**src/rtl/tdm_pkg.sv**
```systemverilog
// tdm_pkg: shared TDM types used by the demultiplexer and the transmit serializer
package tdm_pkg;
    localparam int NCH = 4;
    typedef logic [1:0] slot_t;
    typedef enum logic {HUNT, LOCKED} state_t;
endpackage

```
**src/rtl/tdm_demux4_if.sv**
```systemverilog
// tdm_demux4_if: TDM slot stream in, parallel channel frame out
interface tdm_demux4_if import tdm_pkg::*; #(parameter int W = 4);
    logic [W-1:0]     din;
    logic             din_en;
    logic             fsync;
    logic [NCH*W-1:0] y;
    logic             y_valid;
    logic             locked;
    logic             sync_err;
    modport master(output din, din_en, fsync, input y, y_valid, locked, sync_err);
    modport slave(input din, din_en, fsync, output y, y_valid, locked, sync_err);
endinterface

```
**src/rtl/tdm_slot_ctr.sv**
```systemverilog
// tdm_slot_ctr: 2-bit slot counter with enable, load-to-1 and clear
module tdm_slot_ctr import tdm_pkg::*; (
    input  logic  clk,
    input  logic  rst_n,
    input  logic  en,
    input  logic  load,
    input  logic  clr,
    output slot_t slot
);
    always_ff @(posedge clk or negedge rst_n)
        if (!rst_n) slot <= '0;
        else if (clr) slot <= '0;
        else if (load) slot <= slot_t'(1);
        else if (en) slot <= slot + 1'b1;
endmodule

```
**src/rtl/tdm_demux4.sv**
```systemverilog
// tdm_demux4: 4-slot TDM receiver steering slots into parallel channel words
module tdm_demux4 import tdm_pkg::*; #(parameter int W = 4) (
    input logic        clk,
    input logic        rst_n,
    tdm_demux4_if.slave bus
);
    state_t           state_q, state_d;
    slot_t            slot, sh_idx;
    logic             ld, clr, inc, sh_we, err, done;
    logic [W-1:0]     sh [NCH-1];
    logic [NCH*W-1:0] y_q;
    logic             y_valid_q, sync_err_q;
    tdm_slot_ctr u_ctr (.clk(clk), .rst_n(rst_n), .en(inc), .load(ld), .clr(clr), .slot(slot));
    always_ff @(posedge clk or negedge rst_n)
        if (!rst_n) state_q <= HUNT;
        else state_q <= state_d;
    always_comb begin
        state_d = state_q;
        ld = 1'b0;
        clr = 1'b0;
        inc = 1'b0;
        sh_we = 1'b0;
        err = 1'b0;
        done = 1'b0;
        if (bus.din_en) begin
            if (bus.fsync) begin
                // a marker always restarts the frame; mid-frame it also flags misalignment
                ld = 1'b1;
                sh_we = 1'b1;
                err = state_q == LOCKED && slot != 2'd0;
                state_d = LOCKED;
            end else if (state_q == LOCKED) begin
                if (slot == 2'd0) begin
                    err = 1'b1;
                    clr = 1'b1;
                    state_d = HUNT;
                end else begin
                    inc = 1'b1;
                    sh_we = slot != 2'd3;
                    done = slot == 2'd3;
                end
            end
        end
    end
    assign sh_idx = bus.fsync ? slot_t'(0) : slot;
    always_ff @(posedge clk or negedge rst_n)
        if (!rst_n) begin
            sh <= '{default: '0};
            y_q <= '0;
            y_valid_q <= 1'b0;
            sync_err_q <= 1'b0;
        end else begin
            if (sh_we) sh[sh_idx] <= bus.din;
            if (done) y_q <= {bus.din, sh[2], sh[1], sh[0]};
            y_valid_q <= done;
            sync_err_q <= err;
        end
    assign bus.y = y_q;
    assign bus.y_valid = y_valid_q;
    assign bus.sync_err = sync_err_q;
    assign bus.locked = state_q == LOCKED;
endmodule

```
**src/flat_wrapper.sv**
```systemverilog
// flat-port wrapper written by rule: the top's interface ports become plain ports
module tdm_demux4_flat import tdm_pkg::*;
#(parameter int W = 4)
  (clk, rst_n, bus_din, bus_din_en, bus_fsync, bus_y, bus_y_valid, bus_locked, bus_sync_err);
  tdm_demux4_if #(.W(W)) bus_i ();
  input logic clk;
  input logic rst_n;
  input wire logic [$bits(bus_i.din)-1:0] bus_din;
  input wire logic [$bits(bus_i.din_en)-1:0] bus_din_en;
  input wire logic [$bits(bus_i.fsync)-1:0] bus_fsync;
  output wire logic [$bits(bus_i.y)-1:0] bus_y;
  output wire logic [$bits(bus_i.y_valid)-1:0] bus_y_valid;
  output wire logic [$bits(bus_i.locked)-1:0] bus_locked;
  output wire logic [$bits(bus_i.sync_err)-1:0] bus_sync_err;
  assign bus_i.din = bus_din;
  assign bus_i.din_en = bus_din_en;
  assign bus_i.fsync = bus_fsync;
  assign bus_y = bus_i.y;
  assign bus_y_valid = bus_i.y_valid;
  assign bus_locked = bus_i.locked;
  assign bus_sync_err = bus_i.sync_err;
  tdm_demux4 #(.W(W)) u_core (.clk(clk), .rst_n(rst_n), .bus(bus_i));
endmodule
```
**config.mk**
```make
export PLATFORM = sky130hd
export DESIGN_NAME = tdm_demux4_flat
export DESIGN_NICKNAME = d
export VERILOG_FILES = /design/src/rtl/tdm_pkg.sv /design/src/rtl/tdm_demux4_if.sv /design/src/rtl/tdm_slot_ctr.sv /design/src/rtl/tdm_demux4.sv /design/src/flat_wrapper.sv
export SDC_FILE = /design/constraint.sdc
export NUM_CORES = 1
export LEC_CHECK = 0
export CAP_MARGIN = 15
export CORE_MARGIN = 5
export CORE_UTILIZATION = 45
export DETAILED_ROUTE_END_ITERATION = 8
export PLACE_DENSITY = 0.74
export SLEW_MARGIN = 5
export SYNTH_ARGS = -nofsm -noshare
export SYNTH_HDL_FRONTEND = slang
export SYNTH_SLANG_ARGS = --single-unit
```
**constraint.sdc**
```tcl
create_clock -name clk -period 1.75 [get_ports clk]
set_input_delay 0.35 -clock clk [delete_from_list [all_inputs] [get_ports clk]]
set_output_delay 0.35 -clock clk [all_outputs]
set_load 0.05 [all_outputs]
```
==> After elaboration in Yosys (flattened, before gate mapping) <==
Index checks and enable logic that the tools add are counted.
{ "op_classes": {"bitwise_logic": 1, "order_cmp": 2, "n_eq_ne": 2, "mux": 28, "reduce_logical": 5, "n_addsub": 1} }
{ "op_table": {"columns": ["cell", "n"], "rows": [
  ["$mux W1", 21],
  ["$bwmux W12", 1],
  ["$demux W4 S2", 1],
  ["$mux W2", 4],
  ["$mux W4", 1],
  ["$ge A3 B3 Y1 const B", 1],
  ["$lt A3 B1 Y1 const B", 1],
  ["$not A2 Y3", 1],
  ["$reduce_bool A3 Y1", 1],
  ["$add A2 B1 Y2 const B", 1],
  ["$eq A2 B2 Y1 const B", 1],
  ["$logic_and A1 B1 Y1", 2],
  ["$logic_not A2 Y1", 1],
  ["$ne A2 B2 Y1 const B", 1],
  ["$reduce_bool A2 Y1", 1]
]} }
{ "totals": {"output_inout_bits": 19, "in_bits": 8, "regBits": 33} }

==> Longest topological paths before layout <==
Gate-level depths: netlist (run 1).
{ "depth": {"ltp_word": 8, "ltp_mapped": 5} }

==> Cells and area by module <==
Synthesis (run 1) repeated with hierarchy kept, for this count alone.
{ "hier_totals": {"cells_unflattened": 86, "hier_area_um2": 1380.1} }
{ "by_module_without_submodules": {"columns": ["module", "cells_each", "seq_area_each_um2", "area_each_um2", "n_inst"], "rows": [
  ["tdm_demux4", 78, 775.7, 1282.5, 1],
  ["tdm_slot_ctr", 8, 50.0, 97.6, 1]
]} }

==> Worst setup path after synthesis (run 1) <==
No wires, ideal clock.
{ "synth_path": {"path_kind": "flip-flop to flip-flop", "start": "register u_core.u_ctr.slot[0]", "end": "register u_core.sh[10] in the netlist's numbering", "setup_ns": 0.125, "t_arrival_ns": 1.623, "slack_ns": 0.002, "path_buffers": 0, "path_stages_with_launch": 6, "path_cell_list": "dfrtp_1 inv_1 ha_1 and4bb_1 o21ai_2 mux2_2"} }
{ "synth_via": {"elab_chain_cells": 7} }
{ "synth_rtl": {"columns": ["element", "line_no", "text"], "rows": [
  ["start, declared", "tdm_slot_ctr.sv:8", "output slot_t slot"],
  ["start signal, assigned", "tdm_slot_ctr.sv:13", "else if (load) slot <= slot_t'(1);"],
  ["start signal, assigned", "tdm_slot_ctr.sv:14", "else if (en) slot <= slot + 1'b1;"],
  ["$mux W2", "tdm_demux4.sv:45", "assign sh_idx = bus.fsync ? slot_t'(0) : slot;"],
  ["$not A2 Y3 (implied by the code)", "tdm_demux4.sv:53", "if (sh_we) sh[sh_idx] <= bus.din;"],
  ["$ge A3 B3 Y1 (implied by the code) or $lt A3 B1 Y1 (tied branches)", "tdm_demux4.sv:53", null],
  ["$logic_and A1 B1 Y1 (implied by the code)", "tdm_demux4.sv:53", null],
  ["$mux W4 (implied by the code)", "tdm_demux4.sv:53", null],
  ["$demux W4 S2", "tdm_demux4.sv:53", null],
  ["$bwmux W12", "tdm_demux4.sv:53", null],
  ["end signal, assigned by index", "tdm_demux4.sv:53", null],
  ["end, declared", "tdm_demux4.sv:10", "logic [W-1:0] sh [NCH-1];"]
]} }
Parallel ways exist; a longest one is shown, timed or not.
A chain may end at the register's enable or synchronous reset.

==> Worst setup path after layout (run 1) <==
{ "layout_path": {"start": "register u_core.u_ctr.slot[0]", "end": "register u_core.sh[8] in the netlist's numbering"} }
The elaborated chain is that of the path after synthesis.

==> key figures, run 1 <==
Power and ir drop
  – Cell Pwr Density: 1660 mW/mm^2
  – Leakage dissipation: 0.9335 nW
  – Highest ir drop seen on vdd: 0.0007153 V
  – Final Total Pwr: 0.002996 W

Synthesis
  – Synth Net Count: 96
  – Number of library cell types mapped by synthesis: 17
  – Post-Syn Area: 0.001391 mm^2
  – Average instance area after synthesis: 16.18 um^2
  – Number of synthesis warnings: 0
  – Post-synthesis sequential element count: 33
  – Register area share after synthesis: 0.5935
  – Number of instances in the synthesized netlist: 86

Setup path
  – R2R Path Start: u_core.u_ctr.slot[0]
  – Peak fanout along the critical path: 4
  – Launch point of the critical path: u_core.u_ctr.slot[0]
  – Crit path largest cell delay: 0.39 ns
  – CP delay by family, top: flip-flops
  – Setup crit end: u_core.sh[8]
  – CP max stage cell: dfrtp_1
  – Worst r2r path cells: 5
  – Data arrival, critical path: 1.86 ns
  – Setup slack on the worst flop-to-flop path: 0.11 ns
  – Cells along the critical path: inv_1, ha_4, and4bb_1, o21ai_4, mux2_2
  – Stages on the worst setup path: 5
  – Required arrival time at the worst endpoint: 1.97 ns
  – Startpoint class of the critical path: flip-flop
  – End of the worst register-to-register path: u_core.sh[8]
  – Sort of element at the end of the critical path: flip-flop
  – CP Buf/Inv Count: 1
  – Crit Path Class: reg -> reg

Global route
  – Number of antenna violations at the first check in global routing: 0
  – Sum of overflow across all layers after global routing: 0
  – Wire length of the first global-routing pass: 4326 um
  – Pin count of the biggest net entering global routing: 34
  – Via count of the first global-routing pass: 889
  – Global-route total usage across every layer: 0.1370

CTS
  – Clock transition at the registers of the reported paths: 0.10 ns
  – Number of buffers inserted during clock tree synthesis: 5
  – Sinks on Clock Net: 33
  – H-tree lvl count: 2
  – Clock insertion delay at the later pin of the skew report: 0.33 ns
  – Clock root buffer: clkbuf_4
  – Hold buffers post-CTS: 0
  – CTS tree: built
  – Maximum buffer depth of the clock tree: 2

Outcome
  – Run status: finished clean

Floorplan
  – DIE HEIGHT: 65.61 um
  – Row count: 20
  – Starting density of the core: 0.4633
  – Core Area: 0.003003 mm^2
  – Die width: 65.61 um
  – Die area: 0.004304 mm^2
  – Number of top-level pins: 27

Finish
  – Growth of design area from synthesis to finish: 29.68%
  – Commonest cells after routing, fill and taps aside: dfrtp_1 (33), buf_4 (27), mux2_2 (19), mux2_4 (9), clkdlybuf4s50_1 (7)
  – Number of antenna diodes: 0
  – Post-Layout Cell Count: 161
  – Total Nets Final: 137
  – Count of filler cells inserted in the layout: 247
  – Fraction of final layout cells with drive strength greater than 1: 0.5625
  – Leading cell type in the layout, fill and taps excluded: dfrtp_1

Timing
  – Final count of hold timing violations: 0
  – Clock tree skew after final layout: 0.006231 ns
  – Max-slew violation count: 0
  – Final number of setup-violating endpoints: 0
  – Minimum period implied by the final worst setup slack: 1.637 ns
  – Maximum clock rate: 0.6109 GHz
  – Share of the clock period used by the worst path after layout: 0.9353
  – Least setup slack across all paths after layout: 0.1132 ns
  – RSZ-0062 raised after global routing: false
  – Actual slew at the worst max-slew pin: 0.4065 ns
  – Worst-case headroom to the max-slew limit: 0.7290

Placement
  – Setup slack after placement: -0.1976 ns
  – Post-DP HPWL: 1881 um
  – Port Buffer Count: 26
  – Final weighted congestion in routability-driven placement: 0.8004
  – Cell count after placement: 152

Run
  – # Max-Cap Violations: 0

Drt
  – Routed Antenna Nets: 0
  – Overall routed net length: 2464 um
  – Avg Vias per Cell: 5.193
  – Number of detailed-routing iterations run before antenna repair: 4
  – Number of DRC markers in iteration 0: 15
  – Post-detailed-route DRC marker count: 0
  – Detailed-route wire length per cell: 15.30 um
  – Vias after detailed routing: 836

Worst hold path
  – Kind of path behind the tightest hold check: in -> async
[layout make-up]
cell class,count,area (um^2),share of cell area
sequential,33,825.8,0.4577
multi-input combinational,48,558.0,0.3093
timing repair buffer,36,312.8,0.1734
tap,33,41.29,0.02288
clock buffer,5,37.54,0.02080
clock inverter,3,17.52,0.009709
inverter,3,11.26,0.006241
[per-stage QoR]
step | util | TNS (ns) | area, um^2 | hold WS (ns)
2_1_floorplan | - | 0 | 1391 | 0.05441
3_3_place_gp | 0.5733 | -1.053 | 1722 | 0.4846
3_5_place_dp | 0.5733 | -1.414 | 1722 | 0.4934
4_1_cts | 0.5942 | 0 | 1784 | 0.4104
5_1_grt | 0.6008 | 0 | 1804 | 0.4275
6_report | 0.6008 | 0 | 1804 | 0.4097
[how the worst min path moves through the flow]
stage | startpoint | end | slack [ns] | cells after the start
floorplan | rst_n | u_core.bus.locked | 0.05 | 0
global placement | u_core.sh[3] | u_core.bus.y[11] | 0.48 | 1
detailed placement | u_core.sh[8] | u_core.bus.y[0] | 0.49 | 1
CTS | rst_n | u_core.bus.y[10] | 0.41 | 2
global route | rst_n | u_core.sh[10] | 0.43 | 2
finish | rst_n | u_core.bus.y_valid | 0.41 | 2
[state kept, by name, summed over array words and instances, names as in the netlist]
register	count
u_core.bus.y	16
u_core.sh	12
u_core.u_ctr.slot	2
u_core.bus.locked	1
u_core.bus.sync_err	1
u_core.bus.y_valid	1
[power breakdown]
part / switching, W / internal, W / leakage, nW
registers: 0.000151 / 0.00103 / 0.427
logic: 0.000817 / 0.000597 / 0.475
clock network: 0.000250 / 0.000151 / 0.0310
total: 0.00122 / 0.00178 / 0.933
[cell families (layout without fill, tap and decap cells)]
kind of cell / count (synthesis) / in the layout / share of synthesized area
DFF: 33 / 33 / 0.5935
muxes: 28 / 28 / 0.2509
and+or+nand+nor: 12 / 12 / 0.08813
AOI/OAI and AO/OA: 5 / 5 / 0.02338
buffers and inverters: 5 / 47 / 0.01978
adders and majority gates: 2 / 2 / 0.01798
xor gates and xnor gates: 1 / 1 / 0.006296
[cell usage after synthesis, drive strengths merged]
library cell  instances  area, um^2
and4bb                1       12.51
ha                    2       25.02
nand4b                2       47.55
dfrtp                33       825.8
a22o                  1       8.760
buf                   2       16.26
nor3b                 1       7.510
nor2                  1       3.750
o21ai                 4       23.77
mux2                 28       349.1
nand2                 5       18.77
inv                   3       11.26
xnor2                 1       8.760
nor3                  2       32.53
[layer usage]
layer | wire length [um] | share of wire | global-route usage | vias up
li1 | - | - | - | 387
met1 | 1056 | 0.43 | 0.1604 | 418
met2 | 1214 | 0.49 | 0.2212 | 24
met3 | 141 | 0.057 | 0.04786 | 7
met4 | 52 | 0.021 | 0.06995 | 0
met5 | 0 | 0 | 0 | -
[what timing repair did]
| item | in CTS | in global routing |
|---|---|---|
| pin swaps | 0 | 2 |
| endpoints found under the setup margin | 4 | 11 |
| buffers inserted | 0 | 1 |
| gates resized for setup | 1 | 2 |
| cloned | 0 | 0 |
Power figures use the tool's default switching activity.
==> run 2: changes to the inputs <==
Settings changed: CTS_CLUSTER_DIAMETER from default to 120.
==> results of run 2 <==
No change in the layout: final DEF, timing and power equal those of run 1.
==> run 3: changes to the inputs <==
Settings changed: SETUP_SLACK_MARGIN from default to 0.4.
==> run 3 against run 2 <==
Against the previous run: routed wire length increased by 8.8%; sequential power hardly changed; clock power is 49% higher; non-clock buffer count up 3; worst setup slack lost 0.00091 ns; global-route usage is 0.54 points higher; flip-flop and latch count stayed put; register-to-register slack hardly changed; critical path depth is 1 higher; cell area rose by 6.2%; maximum frequency about the same; largest cell class unchanged.
==> key figures, run 3 (synthesized netlist as in run 1, its figures left out) <==
Outcome
  – Run status: finished clean

Power and ir drop
  – Highest ir drop seen on vdd: 0.0006065 V
  – Leakage dissipation: 0.9880 nW
  – Combinational share of power: 0.444
  – Clock power frac: 0.184
  – Cell internal power dissipation: 0.002009 W
  – Cell Pwr Density: 1694 mW/mm^2
  – Switching share of power: 0.3807
  – Net switching component of the power: 0.001235 W
  – Sequential power share: 0.372
  – Final Total Pwr: 0.003245 W

Global route
  – Sum of overflow across all layers after global routing: 0
  – Global-route total usage across every layer: 0.1424
  – Via count of the first global-routing pass: 918
  – Number of antenna violations at the first check in global routing: 0
  – Wire length of the first global-routing pass: 4353 um
  – Pin count of the biggest net entering global routing: 34

CTS
  – H-tree lvl count: 2
  – Maximum buffer depth of the clock tree: 2
  – Clock transition at the registers of the reported paths: 0.10 ns
  – Sinks on Clock Net: 33
  – Clock insertion delay at the later pin of the skew report: 0.34 ns
  – Hold buffers post-CTS: 0
  – CTS tree: built
  – Clock root buffer: clkbuf_4
  – Number of buffers inserted during clock tree synthesis: 5

Floorplan
  – DIE HEIGHT: 65.61 um
  – Die width: 65.61 um
  – Starting density of the core: 0.4633
  – Core Area: 0.003003 mm^2
  – Number of top-level pins: 27
  – Row count: 20
  – Die area: 0.004304 mm^2

Timing
  – RSZ-0062 raised after global routing: true
  – Worst-case hold slack: 0.4053 ns
  – Maximum clock rate: 0.6106 GHz
  – Final number of setup-violating endpoints: 0
  – Actual slew at the worst max-slew pin: 0.4057 ns
  – Clock tree skew after final layout: 0.007518 ns
  – Max-slew violation count: 0
  – Minimum period implied by the final worst setup slack: 1.638 ns
  – Worst-case headroom to the max-slew limit: 0.7295
  – Least setup slack across all paths after layout: 0.1123 ns
  – Share of the clock period used by the worst path after layout: 0.9358
  – Final count of hold timing violations: 0

Setup path
  – Data arrival, critical path: 1.86 ns
  – R2R Path Start: u_core.u_ctr.slot[0]
  – Setup crit end: u_core.sh[3]
  – End of the worst register-to-register path: u_core.sh[3]
  – CP max stage cell: dfrtp_2
  – Launch point of the critical path: u_core.u_ctr.slot[0]
  – Crit Path Class: reg -> reg
  – Sort of element at the end of the critical path: flip-flop
  – Stages on the worst setup path: 6
  – CP delay by family, top: flip-flops
  – Cells along the critical path: inv_4, ha_4, nand4b_4, nor3_4, buf_4, mux2_4
  – Worst r2r path cells: 6
  – Peak fanout along the critical path: 3
  – CP Buf/Inv Count: 2
  – Required arrival time at the worst endpoint: 1.97 ns
  – Crit path largest cell delay: 0.40 ns
  – Setup slack on the worst flop-to-flop path: 0.11 ns
  – Startpoint class of the critical path: flip-flop

Placement
  – Standard cell area after detailed placement: 0.001739 mm^2
  – Port Buffer Count: 26
  – Post-DP HPWL: 1797 um
  – Setup slack after placement: -0.04363 ns
  – Final weighted congestion in routability-driven placement: 0.7677

Finish
  – Fraction of final layout cells with drive strength greater than 1: 0.5954
  – Commonest cells after routing, fill and taps aside: dfrtp_1 (31), buf_4 (28), mux2_4 (17), mux2_2 (11), clkdlybuf4s50_1 (7)
  – Core Util, Final: 0.6379
  – Growth of design area from synthesis to finish: 37.68%
  – Non-Filler Cell Area, Final: 0.001916 mm^2
  – Total Nets Final: 140
  – Max reg flops: 16
  – Number of antenna diodes: 0
  – Leading cell type in the layout, fill and taps excluded: dfrtp_1

Run
  – # Max-Cap Violations: 0

Drt
  – Overall routed net length: 2681 um
  – Vias after detailed routing: 814
  – Post-detailed-route DRC marker count: 0
  – Number of DRC markers in iteration 0: 15
  – Number of detailed-routing iterations run before antenna repair: 4
  – Routed Antenna Nets: 0
  – Avg Vias per Cell: 4.963
  – Detailed-route wire length per cell: 16.35 um

Worst hold path
  – Kind of path behind the tightest hold check: in -> async
[run 3: timing repair]
| action | 4_1_cts | 5_1_grt |
|---|---|---|
| pin swaps | 2 | 1 |
| cloned | 1 | 0 |
| endpoints found under the hold margin | 0 | 0 |
| buffers inserted | 2 | 2 |
| endpoints found under the setup margin | 29 | 29 |
| resized for setup | 7 | 4 |
[run 3: power groups by stage]
stage                     Sequential [W]  Combinational [W]  Clock, W
after floorplan                  0.00171           0.000456         0
after global placement           0.00121            0.00136         0
after detailed placement         0.00122            0.00139         0
after CTS                        0.00121            0.00144  0.000609
after global routing             0.00125            0.00151  0.000644
final                            0.00121            0.00144  0.000596
[run 3: stage by stage]
step           TNS (ns)  cells
2_1_floorplan         0     86
3_3_place_gp   -0.02936    151
3_5_place_dp    -0.3095    151
5_1_grt               0    164
4_1_cts               0    162
6_report              0    164
[run 3: cell type report]
class                   instances  area, um^2
clock buffers                   7       55.05
clock inverters                 1       30.03
fillers                       228        1087
inverters                       3       13.76
multi-input cells              48       590.6
flip-flops and latches         33       828.3
well taps                      33       41.29
repair buffers                 39       356.6
[run 3: worst register-to-register path: cells and delay by family, from the launching register on]
| kind | cells | cell delay [ns] |
|---|---|---|
| buffers and inverters | 2 | 0.20 |
| adder cells (fa/ha/maj) | 1 | 0.28 |
| AND/OR/NAND/NOR | 2 | 0.36 |
| flip-flops | 1 | 0.40 |
| multiplexers | 1 | 0.29 |
[run 3: worst min path at each step]
stage / from / endpoint / slack, ns / cells after the start
final: rst_n / u_core.bus.y[12] / 0.41 / 2
after global routing: rst_n / u_core.bus.y[12] / 0.45 / 2
after CTS: rst_n / u_core.bus.y[12] / 0.41 / 2
after detailed placement: u_core.sh[9] / u_core.bus.y[1] / 0.49 / 1
after global placement: u_core.sh[8] / u_core.bus.y[0] / 0.49 / 1
after floorplan: rst_n / u_core.bus.locked / 0.05 / 0
[run 3: layer usage]
metal	up-vias	part of all wire	wire (um)	GRT usage
met3	8	0.050	134	0.04274
met4	0	0.029	78	0.08549
met5	-	0	0	0
met2	19	0.50	1339	0.2351
li1	390	-	-	-
met1	397	0.42	1129	0.1613
